`src/rtl/noc_port_requester_if.sv`:
```
// ---------------------------------------------------------------------------
// noc_port_requester_if
// Bundles the three handshakes of one router input port:
//   upstream   : in_valid / in_ready / in_flit_id / in_data
//   arbiter    : req / flit_id / length (to arbiter), grant (from arbiter)
//   downstream : out_valid / out_flit_id / out_data
// Modports:
//   master : the port requester (drives req, in_ready and the out_* signals)
//   slave  : the environment around it (upstream source, arbiter, sink)
// ---------------------------------------------------------------------------
interface noc_port_requester_if #(
    parameter int DATA_W = 32
);
    logic              in_valid;
    logic              in_ready;
    logic [2:0]        in_flit_id;
    logic [DATA_W-1:0] in_data;

    logic              req;
    logic [2:0]        flit_id;
    logic [11:0]       length;
    logic              grant;

    logic              out_valid;
    logic [2:0]        out_flit_id;
    logic [DATA_W-1:0] out_data;

    modport master (
        input  in_valid, in_flit_id, in_data, grant,
        output in_ready, req, flit_id, length, out_valid, out_flit_id, out_data
    );

    modport slave (
        output in_valid, in_flit_id, in_data, grant,
        input  in_ready, req, flit_id, length, out_valid, out_flit_id, out_data
    );
endinterface

```
`src/rtl/noc_port_requester.sv`:
```
// ---------------------------------------------------------------------------
// noc_port_requester
// Requester side of the router port-arbitration handshake (one per input
// port). Incoming flits are buffered in a DEPTH-entry FIFO; when a header
// reaches the head, the packet length is latched and req is raised toward the
// output-port arbiter. Flits stream out (registered, 1-cycle latency) only
// while grant is high; req is held for the whole packet and dropped in the
// cycle the tail is registered out, followed by GAP_CYC idle cycles.
//
// Ports:
//   clk     : clock
//   rst     : synchronous reset, active-low
//   bus     : noc_port_requester_if.master (upstream, arbiter, downstream)
//   busy    : FSM not in IDLE
//   len_err : sticky length-mismatch flag
//
// Build option:
//   NOC_REQ_LEN_CHECK_EN - when defined, flits popped per packet are counted
//   and len_err is set on a mismatch with the header length; otherwise
//   len_err is tied to 0.
// ---------------------------------------------------------------------------
module noc_port_requester #(
    parameter int DATA_W  = 32,   // flit payload width, >= 12
    parameter int DEPTH   = 4,    // FIFO depth, power of two, >= 2
    parameter int GAP_CYC = 1     // idle cycles with req low after a tail
) (
    input  logic                 clk,
    input  logic                 rst,
    noc_port_requester_if.master bus,
    output logic                 busy,
    output logic                 len_err
);
    localparam int AW       = $clog2(DEPTH);
    localparam int GW       = (GAP_CYC > 1) ? $clog2(GAP_CYC) : 1;
    localparam int GAP_LAST = (GAP_CYC > 0) ? GAP_CYC - 1 : 0;

    localparam logic [2:0]  ID_HEAD  = 3'b001;
    localparam logic [2:0]  ID_TAIL  = 3'b100;
    localparam logic [AW:0] FULL_CNT = (AW+1)'(DEPTH);

    typedef enum logic [1:0] {S_IDLE, S_REQ, S_SEND, S_GAP} state_t;

    state_t state, next_state;

    // FIFO storage and control
    logic [2:0]        mem_id   [DEPTH];
    logic [DATA_W-1:0] mem_data [DEPTH];
    logic [AW-1:0]     wr_ptr, rd_ptr;
    logic [AW:0]       fill;
    logic              empty, full, push, pop;
    logic [2:0]        head_id;
    logic [DATA_W-1:0] head_data;

    // Packet tracking
    logic [11:0]       length_q;
    logic              hdr_sent;   // current packet's header already popped
    logic              send;       // pop that produces a downstream flit
    logic              latch_len;
    logic [GW-1:0]     gap_cnt;

    // Registered downstream outputs
    logic              out_valid_q;
    logic [2:0]        out_flit_id_q;
    logic [DATA_W-1:0] out_data_q;

    assign empty     = (fill == '0);
    assign full      = (fill == FULL_CNT);
    assign push      = bus.in_valid && !full;
    assign head_id   = mem_id[rd_ptr];
    assign head_data = mem_data[rd_ptr];

    // Next-state and pop decisions
    always_comb begin
        // NOTE: every always_comb output gets a default first so no path can infer a latch.
        next_state = state;
        pop        = 1'b0;
        send       = 1'b0;
        latch_len  = 1'b0;
        case (state)
            S_IDLE: begin
                if (!empty) begin
                    if (head_id == ID_HEAD) begin
                        latch_len  = 1'b1;
                        next_state = S_REQ;
                    end else begin
                        pop = 1'b1;   // stray non-header flit is dropped
                    end
                end
            end
            S_REQ: begin
                if (bus.grant) next_state = S_SEND;
            end
            S_SEND: begin
                if (!empty) begin
                    if (head_id == ID_HEAD && hdr_sent) begin
                        // A new header closes the old packet; it stays queued.
                        next_state = (GAP_CYC == 0) ? S_IDLE : S_GAP;
                    end else if (bus.grant) begin
                        pop  = 1'b1;
                        send = 1'b1;
                        if (head_id == ID_TAIL)
                            next_state = (GAP_CYC == 0) ? S_IDLE : S_GAP;
                    end
                end
            end
            S_GAP: begin
                if (gap_cnt == GW'(GAP_LAST)) next_state = S_IDLE;
            end
            default: next_state = S_IDLE;
        endcase
    end

    // NOTE: FIFO storage has no reset; the fill count alone defines which entries are valid.
    always_ff @(posedge clk) begin
        if (push) begin
            mem_id[wr_ptr]   <= bus.in_flit_id;
            mem_data[wr_ptr] <= bus.in_data;
        end
    end

    // NOTE: sequential state uses non-blocking assignments so every register samples pre-edge values.
    always_ff @(posedge clk) begin
        if (!rst) begin
            state         <= S_IDLE;
            wr_ptr        <= '0;
            rd_ptr        <= '0;
            fill          <= '0;
            length_q      <= '0;
            hdr_sent      <= 1'b0;
            gap_cnt       <= '0;
            out_valid_q   <= 1'b0;
            out_flit_id_q <= '0;
            out_data_q    <= '0;
        end else begin
            state <= next_state;

            if (push) wr_ptr <= wr_ptr + AW'(1);
            if (pop)  rd_ptr <= rd_ptr + AW'(1);
            if (push && !pop)      fill <= fill + (AW+1)'(1);
            else if (pop && !push) fill <= fill - (AW+1)'(1);

            if (latch_len) length_q <= head_data[11:0];

            if (state != S_SEND) hdr_sent <= 1'b0;
            else if (send)       hdr_sent <= 1'b1;

            if (state == S_GAP) gap_cnt <= gap_cnt + GW'(1);
            else                gap_cnt <= '0;

            out_valid_q <= send;
            if (send) begin
                out_flit_id_q <= head_id;
                out_data_q    <= head_data;
            end
        end
    end

`ifdef NOC_REQ_LEN_CHECK_EN
    logic [11:0] pkt_cnt;
    logic [11:0] pkt_cnt_next;
    logic        len_err_q;

    assign pkt_cnt_next = pkt_cnt + 12'd1;

    always_ff @(posedge clk) begin
        if (!rst) begin
            pkt_cnt   <= '0;
            len_err_q <= 1'b0;
        end else if (state != S_SEND) begin
            pkt_cnt <= '0;
        end else if (send) begin
            pkt_cnt <= pkt_cnt_next;
            // Tail short/long of the header length, or length reached without a tail.
            if ((head_id == ID_TAIL) != (pkt_cnt_next == length_q))
                len_err_q <= 1'b1;
        end
    end

    assign len_err = len_err_q;
`else
    assign len_err = 1'b0;
`endif

    assign bus.in_ready    = !full;
    assign bus.req         = (state == S_REQ) || (state == S_SEND);
    assign bus.flit_id     = (bus.req && !empty) ? head_id : 3'b000;
    assign bus.length      = length_q;
    assign bus.out_valid   = out_valid_q;
    assign bus.out_flit_id = out_flit_id_q;
    assign bus.out_data    = out_data_q;
    assign busy            = (state != S_IDLE);
endmodule
```
`src/flat_wrapper.sv`:
```
// flat-port wrapper written by rule: the top's interface ports become plain ports
module noc_port_requester_flat 
#(
    parameter int DATA_W  = 32,                               
    parameter int DEPTH   = 4,                                     
    parameter int GAP_CYC = 1                                             
)
  (clk, rst, busy, len_err, bus_in_valid, bus_in_flit_id, bus_in_data, bus_grant, bus_in_ready, bus_req, bus_flit_id, bus_length, bus_out_valid, bus_out_flit_id, bus_out_data);
  noc_port_requester_if #(.DATA_W(DATA_W)) bus_i ();
  input  logic clk;
  input  logic rst;
  output logic busy;
  output logic len_err;
  input wire logic [$bits(bus_i.in_valid)-1:0] bus_in_valid;
  input wire logic [$bits(bus_i.in_flit_id)-1:0] bus_in_flit_id;
  input wire logic [$bits(bus_i.in_data)-1:0] bus_in_data;
  input wire logic [$bits(bus_i.grant)-1:0] bus_grant;
  output wire logic [$bits(bus_i.in_ready)-1:0] bus_in_ready;
  output wire logic [$bits(bus_i.req)-1:0] bus_req;
  output wire logic [$bits(bus_i.flit_id)-1:0] bus_flit_id;
  output wire logic [$bits(bus_i.length)-1:0] bus_length;
  output wire logic [$bits(bus_i.out_valid)-1:0] bus_out_valid;
  output wire logic [$bits(bus_i.out_flit_id)-1:0] bus_out_flit_id;
  output wire logic [$bits(bus_i.out_data)-1:0] bus_out_data;
  assign bus_i.in_valid = bus_in_valid;
  assign bus_i.in_flit_id = bus_in_flit_id;
  assign bus_i.in_data = bus_in_data;
  assign bus_i.grant = bus_grant;
  assign bus_in_ready = bus_i.in_ready;
  assign bus_req = bus_i.req;
  assign bus_flit_id = bus_i.flit_id;
  assign bus_length = bus_i.length;
  assign bus_out_valid = bus_i.out_valid;
  assign bus_out_flit_id = bus_i.out_flit_id;
  assign bus_out_data = bus_i.out_data;
  noc_port_requester #(.DATA_W(DATA_W), .DEPTH(DEPTH), .GAP_CYC(GAP_CYC)) u_core (.clk(clk), .rst(rst), .bus(bus_i), .busy(busy), .len_err(len_err));
endmodule
```
`config.mk`:
```
export PLATFORM = sky130hd
export DESIGN_NAME = noc_port_requester_flat
export DESIGN_NICKNAME = d
export VERILOG_FILES = /design/src/rtl/noc_port_requester_if.sv /design/src/rtl/noc_port_requester.sv /design/src/flat_wrapper.sv
export SDC_FILE = /design/constraint.sdc
export NUM_CORES = 1
export LEC_CHECK = 0
export CAP_MARGIN = 20
export CORE_ASPECT_RATIO = 0.9
export CORE_MARGIN = 8
export CORE_UTILIZATION = 50
export DETAILED_ROUTE_END_ITERATION = 12
export PLACE_DENSITY = 0.76
export RECOVER_POWER = 100
export SLEW_MARGIN = 20
export SYNTH_ARGS = -nofsm -noshare
export SYNTH_HDL_FRONTEND = slang
export SYNTH_SLANG_ARGS = --single-unit
```
`constraint.sdc`:
```
create_clock -name clk -period 2.6 [get_ports clk]
set_input_delay 0.52 -clock clk [delete_from_list [all_inputs] [get_ports clk]]
set_output_delay 0.52 -clock clk [all_outputs]
set_load 0.1 [all_outputs]
```
Word level (Yosys, flattened, before mapping). Memory sizes are Yosys's and may differ from the RTL's. A register that Yosys moved wholly into a read port is not among the register bits. Cells that the tools add are included.

Memories: 2. Memory bits (writable): 140. Output and inout bits: 55. Bits in registers: 59. Word-level logic and storage cells: 77. Input port bits: 39.

Memories: u_core.mem_data (depth 4, width 32, rd ports 1, clocked after memory_dff 1, wr ports 1, line noc_port_requester.sv:47) `logic [DATA_W-1:0] mem_data [DEPTH];`; u_core.mem_id (depth 4, width 3, rd ports 1, clocked after memory_dff 1, wr ports 1, line noc_port_requester.sv:46) `logic [2:0] mem_id [DEPTH];`.

Add/subtract/negate cells: 5. Bitwise logic cells: 1. Reductions and logical operators: 17. Mux-type cells: 28. Eq/ne operators: 14.

Operators with widths (count): 2-bit two-way mux (12); 1-bit two-way mux (11); 2-bit != test, second input constant (5); 3-bit two-way mux (3); 2-bit one-hot mux with 4 select lines (1); 7-bit AND reduction (1); 3-bit equality test, second input constant (2); 1-bit logical AND (5); 2-bit by 1-bit adder with 2-bit output, second input constant (2); 2-bit equality test, second input constant (2); 1-bit logical NOT (4); 2-bit nonzero test (2); 3-bit by 1-bit adder with 3-bit output, second input constant (1); 3-bit by 1-bit equality test with 1-bit output, second input constant (1); 3-bit logical NOT (1); 3-bit by 1-bit != test with 1-bit output, second input constant (1); 3-bit by 2-bit != test with 1-bit output, second input constant (1); 3-bit by 1-bit subtractor with 3-bit output, second input constant (1); 2-bit by 1-bit equality test with 1-bit output, second input constant (1); 2-bit logical NOT (1); 2-bit by 1-bit != test with 1-bit output, second input constant (1); 1-bit one-hot mux with 2 select lines (1); 2-bit AND reduction (1); 2-bit OR reduction (1); 3 further kinds (3).

Depth between registers and ports, before layout.
Depth after elaboration: 8. Gate-level depth with buffers: 10. Gate-level depth less buffers: 10.

Least setup slack after synthesis. Ideal clock, no wire load.

Path type: register to register. From: reg u_core.fill[0]. To: reg u_core.fill[2]. Cell stages (with the launch flop): 11. Clock period less this slack: 2825 ps. Buffers on the path: 1. Setup time: 76 ps. Path slack: -225 ps. Data arrival time: 2750 ps. Data required time: 2524 ps. Cell sequence: dfxtp_1 -> nor2_1 -> nand2_1 -> and2_1 -> clkbuf_1 -> ha_1 -> inv_1 -> fa_1 -> xor2_1 -> or3_1 -> a21boi_0.

Cells in the longest elaborated chain, start to end: 6. Elaborated cells on any way between the ends: 16. Those cells by class: add/sub: 2; eq/ne: 1; mux: 5; reduce/logical: 8.

Ends and longest elaborated chain: start, declared (line noc_port_requester.sv:49) `logic [AW:0] fill;`; start signal, assigned (line noc_port_requester.sv:139) `if (push && !pop) fill <= fill + (AW+1)'(1);`; start signal, assigned (line noc_port_requester.sv:140) `else if (pop && !push) fill <= fill - (AW+1)'(1);`; 3-bit equality test * (line noc_port_requester.sv:67) `assign full = (fill == FULL_CNT);`; 1-bit logical NOT *; named net bus_in_ready (line flat_wrapper.sv:18) `output wire logic [$bits(bus_i.in_ready)-1:0] bus_in_ready;`; 1-bit logical AND * (line noc_port_requester.sv:68) `assign push = bus.in_valid && !full;`; named net u_core.push (line noc_port_requester.sv:50) `logic empty, full, push, pop;`; 1-bit logical NOT (line noc_port_requester.sv:140); 1-bit logical AND (line noc_port_requester.sv:140); 2-bit nonzero test (no line).

The timed path passes the listed nets; every way through them passes the cells marked *. The select of a mux whose other input is x is not followed. A chain may end at the register's enable or synchronous reset.

==> reports/qor.csv <==
stage;metric;value;unit
grt;overflow;0;
synthesis;synthFlopType;edfxtp_1;
grt;antenna_found_initial;0;
routing;drtIter0Drc;268;
placed_design;routabilityCongestion;0.7420;
sta;final_hold_viol_count;0;
pwr;power_density;964.9;nW/µm²
floorplanning;initial_utilization;0.5035;
placed_design;portBuffers;92;
pwr;intPower;0.006279;W
synthesis;synth_area;7639;µm²
floorplanning;row_count;43;
pwr;p_seq_frac;0.436;
synthesis;yosysMostFrequentCell;edfxtp_1;
floorplanning;die_w;146.3;µm
worst_hold_path;hp-class;reg -> reg;
pwr;peakVddDrop;0.0006543;V
cts;cts_root_buffer;clkbuf_16;
synthesis;ys_top_cells_by_area;edfxtp_1, dfxtp_1, mux4_2, nand2_1, a21boi_0;
sta;fin_skew;0.009859;ns
pwr;clock_power_share;0.314;
grt;grt_pass1_vias;4379;
routing;wl_per_cell;18.80;µm
sta;fin_crit;2.561;ns
pwr;swShare;0.2943;
grt;grt_pass1_wl;24000;µm
routing;dr_total_vias;4169;
synthesis;synth_nets;515;
cts;clk_latency;0.49;ns
final_layout;drive_gt1_frac;0.1892;
setup_path;max_stage_delay;0.54;ns
floorplanning;die_y;133.3;µm
routing;drc;0;
setup_path;path_delay_family;multiplexers;
pwr;p_leak;3.058;nW
cts;clk_pin_slew_worst_paths;0.06;ns
setup_path;critical_path_class;reg -> reg;
routing;wirelength;14950;µm
setup_path;cp_cell_sequence;mux4_2 > nor3b_4 > o32a_1 > ha_2 > inv_2 > fa_2 > xor2_1 > or3_1 > a21boi_1;
sta;report.final.slew_viol_count;0;
floorplanning;core;15170;µm²
sta;holdWs;0.4533;ns
synthesis;synth_common_cells;edfxtp_1, nand2_1, dfxtp_1;
setup_path;worstPathArrival;2.98;ns
grt;groute.usage.overall;0.1546;
status;status;finished, final reports clean;
pwr;p_sw;0.002618;W
routing;antenna_left;0;
setup_path;crit_path_end_kind;flop;
sta;period_share;0.9848;
synthesis;yosysWarningCount;0;
cts;cts_tree;built;
routing;first_pass_iters;4;
final_layout;area_growth;20.72;%
setup_path;start_kind;flop;
synthesis;synth_cells;466;
sta;finalSetupViolations;0;
placed_design;hpwl;9140;µm
floorplanning;dieArea;19490;µm²
synthesis;synth_area_per_cell;16.39;µm²
floorplanning;io_pins;94;
cts;clockBufferDepth;3;
synthesis;synth_edf_count;140;
setup_path;cp_slowest_cell;mux4_2;
cts;hold_buffers;0;
cts;numCtsBuffers;21;
setup_path;worstPathRequired;3.02;ns
routing;viasPerCell;5.244;
cts;cts.sink_count;201;
job;cap_violations;0;
synthesis;async_flop_share;0;
pwr;power;0.008897;W
synthesis;synth_top_area_cell;edfxtp_1;
setup_path;path_max_fanout;3;
setup_path;crit_buf_inv;1;
final_layout;num-nets-final;626;
cts;cts_max_level;1;
synthesis;synth_top_area_share;0.5504;
grt;grt_start_max_net_pins;63;
synthesis;ys_seq_area_frac;0.7102;
sta;worst_pin_slew;1.211;ns
sta;timing.fmax;390.5;MHz
pwr;p_comb_frac;0.250;
synthesis;synth_cell_types;37;
sta;grt_setup_unrepaired;true;
synthesis;ys_ff_latch;201;
sta;max_slew_margin;0.1960;
-- per-stage QoR --
stage               setup TNS [ns]  setup slack [ns]    util  instance area [µm²]  instances
detailed placement        -0.01859          -0.01859  0.5789                 8783        753
global route              -0.04941          -0.04941  0.6076                 9219        794
global placement                 0           0.05264  0.5789                 8783        753
floorplan                  -0.1316           -0.1316       -                 7650        466
finish                           0           0.03945  0.6078                 9221        795
CTS                              0          0.005445  0.6231                 9454        793
-- worst min-delay path, delay by kind of cell, from the launching register on --
family | cells | cell delay (ns)
and+or+nand+nor | 1 | 0.05
AOI/OAI and AO/OA | 1 | 0.05
DFF | 1 | 0.31
-- layout make-up --
| type | count | area, µm² |
|---|---|---|
| Clock buffer | 30 | 609.3 |
| Multi-Input combinational cell | 231 | 2049 |
| Timing Repair Buffer | 114 | 803.3 |
| Inverter | 8 | 30.03 |
| Fill cell | 1185 | 5951 |
| Clock inverter | 8 | 43.79 |
| Tap cell | 202 | 252.7 |
| Antenna cell | 1 | 2.502 |
| Sequential cell | 201 | 5430 |
-- cells in the final DEF, fill, tap and decap left out, types with 2 or more instances in the layout --
master           synthesis  layout
mux2i_1                 16      16
ha_1                     9       8
a21oi_1                  2       2
or3_1                    3       3
o21ai_0                  3       3
clkbuf_8                 0       5
edfxtp_1               140     140
inv_1                    8       7
mux4_2                  35      35
and3b_1                  2       2
dlygate4sd3_1            0      35
dfxtp_1                 61      59
clkinv_2                 0       4
nor2b_1                 14      14
xnor2_1                  3       3
nand2_1                 76      75
clkbuf_1                14      52
clkbuf_16                0      21
clkdlybuf4s50_1          0       2
and2_1                   6       6
and3_2                   0       7
nor2_1                   4       4
clkinv_1                 0       2
a21boi_0                29      28
buf_4                    3      19
buf_12                   1       4
a21boi_1                 8       9
clkbuf_2                 0       5
-- power by group through the flow --
| stage | logic (W) | registers, W | clock network [W] |
|---|---|---|---|
| global route | 0.00239 | 0.00391 | 0.00298 |
| detailed placement | 0.00228 | 0.00394 | 0 |
| CTS | 0.00231 | 0.00388 | 0.00286 |
| finish | 0.00222 | 0.00388 | 0.00280 |
| global placement | 0.00223 | 0.00391 | 0 |
| floorplan | 0.00145 | 0.00415 | 0 |
-- layer usage --
metal / wire, µm / share of wire / up-vias / track usage
met5: 0 / 0 / - / 0
met3: 794 / 0.053 / 20 / 0.03864
met1: 6652 / 0.44 / 2079 / 0.1973
met4: 277 / 0.019 / 0 / 0.04002
li1: - / - / 1954 / -
met2: 7225 / 0.48 / 116 / 0.2598
-- cells by family (layout without fill, tap and decap cells) --
logic type / after synthesis / count (layout) / share of synthesized area
adders and majority gates: 10 / 10 / 0.01736
buffers and inverters: 34 / 160 / 0.02457
muxes: 51 / 51 / 0.1242
other: 1 / 2 / 0.0004909
DFF: 201 / 201 / 0.7102
AOI/OAI and AO/OA: 48 / 48 / 0.04685
xor gates and xnor gates: 4 / 4 / 0.004587
and+or+nand+nor: 117 / 117 / 0.07174
-- final timing paths --
kind / end / cells past startpoint / slack (ns) / from
hold / removal: u_core.bus.out_data[9]$_SDFFE_PN0P_ / 2 / 0.45 / u_core.bus.out_data[9]$_SDFFE_PN0P_
setup reg to reg: u_core.fill[2]$_SDFFE_PN0P_ / 9 / 0.04 / flop
hold reg to reg: u_core.bus.out_data[9]$_SDFFE_PN0P_ / 2 / 0.45 / u_core.bus.out_data[9]$_SDFFE_PN0P_
setup / recovery: u_core.fill[2]$_SDFFE_PN0P_ / 9 / 0.04 / flop
-- sequential cells by signal (all words and copies together), names as in the netlist, named ones only --
name	cells
u_core.mem_data	128
u_core.bus.out_data	32
u_core.bus.length	12
u_core.mem_id	12
u_core.bus.out_flit_id	3
u_core.fill	3
u_core.rd_ptr	2
u_core.state	2
u_core.wr_ptr	2
u_core.bus.out_valid	1
u_core.gap_cnt	1
u_core.hdr_sent	1
-- timing repair --
| item | 4_1_cts | 5_1_grt |
|---|---|---|
| setup buffers | 2 | 1 |
| pin swaps | 2 | 2 |
| resized for setup | 1 | 1 |
| setup endpoints to repair | 1 | 1 |
Power figures use the tool's default switching activity.
==> patch 1: new RTL, config.mk and constraints unchanged <==
`DEPTH` is set to 4 in 2 places; all go to 2.
--- a/src/rtl/noc_port_requester.sv
+++ b/src/rtl/noc_port_requester.sv
@@ -22,5 +22,5 @@
 module noc_port_requester #(
     parameter int DATA_W  = 32,   // flit payload width, >= 12
-    parameter int DEPTH   = 4,    // FIFO depth, power of two, >= 2
+    parameter int DEPTH   = 2,    // FIFO depth, power of two, >= 2
     parameter int GAP_CYC = 1     // idle cycles with req low after a tail
 ) (
--- a/src/flat_wrapper.sv
+++ b/src/flat_wrapper.sv
@@ -3,5 +3,5 @@
 #(
     parameter int DATA_W  = 32,                               
-    parameter int DEPTH   = 4,                                     
+    parameter int DEPTH   = 2,                                     
     parameter int GAP_CYC = 1                                             
 )
Formal check against the unedited RTL: not equivalent (Yosys sat finds a counterexample within 4 cycles, from zero or initial values and one cycle with rst low).
==> patch 1 against the original RTL <==
Sequential share of layout area decreased by 5.9 points. Sequential cell count shrank 74. Area after synthesis fell by 37%. Design area down 34%. Clock skew hardly changed. Critical path depth down 3. Wire length fell by 33%. Total power fell by 31%. Setup slack better by 0.17 ns. First-iteration DRC count decreased by 19%.
==> patch 1: results (changes against the original RTL) <==
Finish
  • Share of layout cells above drive strength 1: 0.160 (-0.0288)
  • ANT cells: 3 (+2)
  • Multi-input logic area: 0.00141 sq mm (-31%)
  • Fill cells: 745 (-37%)
  • Non-Filler Instances: 578 (-27%)
  • Clock buffers and inverters, area share: 0.0918 (+0.0210)
  • Bufs w/o clock: 103 (-9.6%)
  • Nets: 480 (-23%)
  • #MultiIn Comb: 181 (-22%)
  • Clock buffers: 19 (-37%)

Power
  • P_seq: 2.47 mW (-36%)
  • Leakage: 2.75 nW (-9.9%)
  • Switching power share of the total: 0.326 (+0.0319)
  • Power Total: 6.14 mW (-31%)

Yosys
  • Top cells by area, synth: edfxtp_1, dfxtp_1, o211a_1
  • Syn Nets: 379 (-26%)
  • Number of synthesized flops with an enable pin: 70 (-50%)

Floorplanning
  • Well tap count: 126 (-38%)

Routing
  • Metal2 WL: 5070 um (-30%)
  • Wire length on met3: 579 um (-27%)
  • Vias per cell: 5.19 (-1.0%)
  • Initial DRC count: 217 (-19%)
  • DRT met1 WL: 4260 um (-36%)

STA
  • Clock Skew: 0.00986 ns (-0.00000305 ns)
  • Slew @ Worst Pin: 1.21 ns (+0.000435 ns)

Critical path
  • Worst path top cell family by delay: buffers and inverters
  • Worst Path Arrival: 2.79 ns (-0.19 ns)
  • Reg2reg path depth: 6 (-3)

Clocking
  • Clock H-tree levels: 4 (+3)
  • Post-CTS Setup Inserts: 0 (-2)
  • CTS sink count: 127 (-37%)
  • Root Driver: clkbuf_8
  • Clock buffer depth: 2 (-1)
  • PostCTS Resize Cnt: 0 (-1)

Global routing
  • Antenna violations before repair: 2 (+2)
  • Total GRT Usage: 0.156 (+0.00152)
  • Number of global-route vias before repair: 3168 (-28%)
  • Met1 usage: 0.179 (-0.0184)
  • Largest net degree at the start of global routing: 72 (+14%)
  • Met3 usage: 0.0616 (+0.0230)
  • Global-route wire length before repair: 15900 um (-34%)

Place
  • Setup WS pre-CTS: 0.298 ns (+0.317 ns)
  • Placed cells: 543 (-28%)

Outcome
  • Status: complete, no violations
-- patch 1: cell count changes after synthesis, moves of 5 or more --
cell,unedited run,this run
and3_1,8,2
a21boi_1,8,1
o211a_1,0,47
a21boi_0,29,0
buf_6,4,9
mux4_2,35,0
edfxtp_1,140,70
clkbuf_1,14,8
nor2b_1,14,0
mux2i_1,16,37
nand2_1,76,55
-- patch 1: kinds of logic after synthesis --
group                      Yosys count  share of synthesized area
adders and majority gates            5                     0.0130
and+or+nand+nor                     74                     0.0687
xor gates and xnor gates             2                    0.00363
AOI/OAI and AO/OA                   59                      0.120
buffers and inverters               27                     0.0366
DFF                                127                      0.672
other                                1                   0.000777
muxes                               40                     0.0848
-- patch 1: path summary, 6_finish.rpt --
path / slack [ns] / startpoint / to
setup / recovery: 0.21 / register / u_core.bus.out_data[14]
hold / removal: 0.49 / u_core.bus.out_data[27] / u_core.bus.out_data[27]
setup reg to reg: 0.21 / register / u_core.bus.out_data[14]
hold reg to reg: 0.49 / u_core.bus.out_data[27] / u_core.bus.out_data[27]
==> patch 2: new RTL, same settings <==
Without the edit above. Re-encode `state_t` (4 states) as Gray code, 2 bits wide.
--- a/src/rtl/noc_port_requester.sv
+++ b/src/rtl/noc_port_requester.sv
@@ -39,5 +39,5 @@
     localparam logic [AW:0] FULL_CNT = (AW+1)'(DEPTH);
 
-    typedef enum logic [1:0] {S_IDLE, S_REQ, S_SEND, S_GAP} state_t;
+    typedef enum logic [1:0] {S_IDLE = 2'b00, S_REQ = 2'b01, S_SEND = 2'b11, S_GAP = 2'b10} state_t;
 
     state_t state, next_state;
Formal check against the unedited RTL: same outputs for any inputs over 4 cycles, from zero or initial values and one cycle with rst low; so few cycles prove little.
==> patch 2 against the original RTL <==
Setup slack improved by 0.030 ns. Largest cell class unchanged. Count of clock-buffer cells in the layout fell by 3. Sequential share of layout area rose by 0.18 points. Critical path type unchanged. Total power rose by 4.5%. Design area fell by 0.30%. Sequential cell count did not move. Area after synthesis fell by 2.4%. Wire length rose by 2.0%. Clock skew rose by 0.0036 ns.
==> patch 2: results (changes against the original RTL) <==
Clocking
  • Post-CTS Setup Inserts: 1 (-1)
  • CTS Buf Count: 22 (+4.8%)
  • Clock Pin Slew Worst Setup and Hold Paths: 0.06 ns (about the same)
  • PostCTS Resize Cnt: 0 (-1)

Place
  • Placed Area: 0.00870 sq mm (-1.0%)
  • Dpl hpwl: 9550 um (+4.5%)
  • Setup WS pre-CTS: -0.0487 ns (-0.0301 ns)
  • I/O Buffers: 92 (unchanged)
  • RD Place Congestion: 0.769 (+3.6%)
  • Placed cells: 755 (+0.27%)

Finish
  • Share of layout cells above drive strength 1: 0.185 (-0.00419)
  • Top reg by flops: u_core.mem_data
  • Nets: 634 (+1.3%)
  • Fill cells: 1113 (-6.1%)

Global routing
  • Met1 usage: 0.201 (+0.00365)
  • Number of global-route vias before repair: 4528 (+3.4%)
  • Global-route wire length before repair: 24200 um (+0.69%)
  • Antenna violations before repair: 4 (+4)
  • Met3 usage: 0.0409 (+0.00227)
  • Largest net degree at the start of global routing: 36 (-43%)
  • GR Util met2: 0.272 (+0.0125)
  • Total GRT Usage: 0.162 (+0.00732)

Yosys
  • Ys async rst share: 0 (unchanged)
  • Number of synthesized flops with an enable pin: 140 (unchanged)
  • Portion of netlist area occupied by mux cells: 0.125 (+0.000357)
  • Syn Nets: 520 (+0.97%)
  • Seq/Total Area, Yosys: 0.728 (+0.0174)
  • Post-Syn Instances: 470 (+0.86%)
  • Synth Area in Adders: 0.0195 (+0.00210)
  • Top cells by area, synth: edfxtp_1, dfxtp_1, mux4_2
  • Most instantiated cells after synthesis: edfxtp_1, nand2_1, dfxtp_1
  • Synth Area in XOR/XNOR: 0.00470 (+0.000112)
  • Synth Area in Compound Gates: 0.0381 (-0.00875)
  • Distinct cells, synth: 35 (-5.4%)

Routing
  • Top Layer Used: met5
  • Wire length per cell: 19.1 um (+1.5%)
  • DRT met1 WL: 6390 um (-4.0%)
  • Drt total wl: 15200 um (+2.0%)
  • Metal2 WL: 7490 um (+3.7%)
  • Wire length on met3: 990 um (+25%)
  • Pre-Repair DR Iteration Count: 5 (+1)
  • Vias: 4307 (+3.3%)
  • Initial DRC count: 268 (unchanged)

Power
  • Leakage: 3.05 nW (-0.35%)
  • Worst VDD drop: 0.567 mV (-13%)
  • NetSw: 2.75 mW (+5.1%)

Critical path
  • CP max stage cell: mux4_2
  • CP max FO: 4 (+1)
  • Max incr delay on CP: 0.51 ns (-0.03 ns)
  • Worst path top cell family by delay: simple AND/OR/NAND/NOR gates
  • Worst Path Arrival: 2.95 ns (-0.03 ns)

Floorplanning
  • Die area: 0.0191 sq mm (-2.1%)

STA
  • Clock Skew: 0.0135 ns (+0.00360 ns)
  • Slew headroom: 0.203 (+0.00717)

Outcome
  • Status: complete, no violations

Worst hold path
  • HP Class: reg -> reg
==> patch 2: path summary, 6_finish.rpt <==
check	startpoint	end	slack, ns	depth (start not counted)
setup / recovery	register	u_core.fill[2]	0.07	9
hold / removal	u_core.gap_cnt	u_core.gap_cnt	0.43	1
setup reg to reg	register	u_core.fill[2]	0.07	9
hold reg to reg	u_core.gap_cnt	u_core.gap_cnt	0.43	1
==> patch 2: cell type report <==
class / count / area (sq um) / area share
tap: 198 / 248 / 0.0269
antenna: 1 / 2.50 / 0.000272
sequential: 201 / 5430 / 0.591
timing repair buffer: 115 / 822 / 0.0894
clock inverter: 13 / 153 / 0.0166
inverter: 9 / 37.5 / 0.00408
multi-input combinational: 235 / 1930 / 0.210
clock buffer: 27 / 569 / 0.0619
==> patch 2: power groups by stage <==
stage	logic (mW)	registers, mW	clock network (mW)
after CTS	2.42	3.88	3.13
after floorplan	1.56	4.14	0
final	2.35	3.88	3.06
after global routing	2.53	3.91	3.24
after global placement	2.35	3.92	0
after detailed placement	2.39	3.94	0
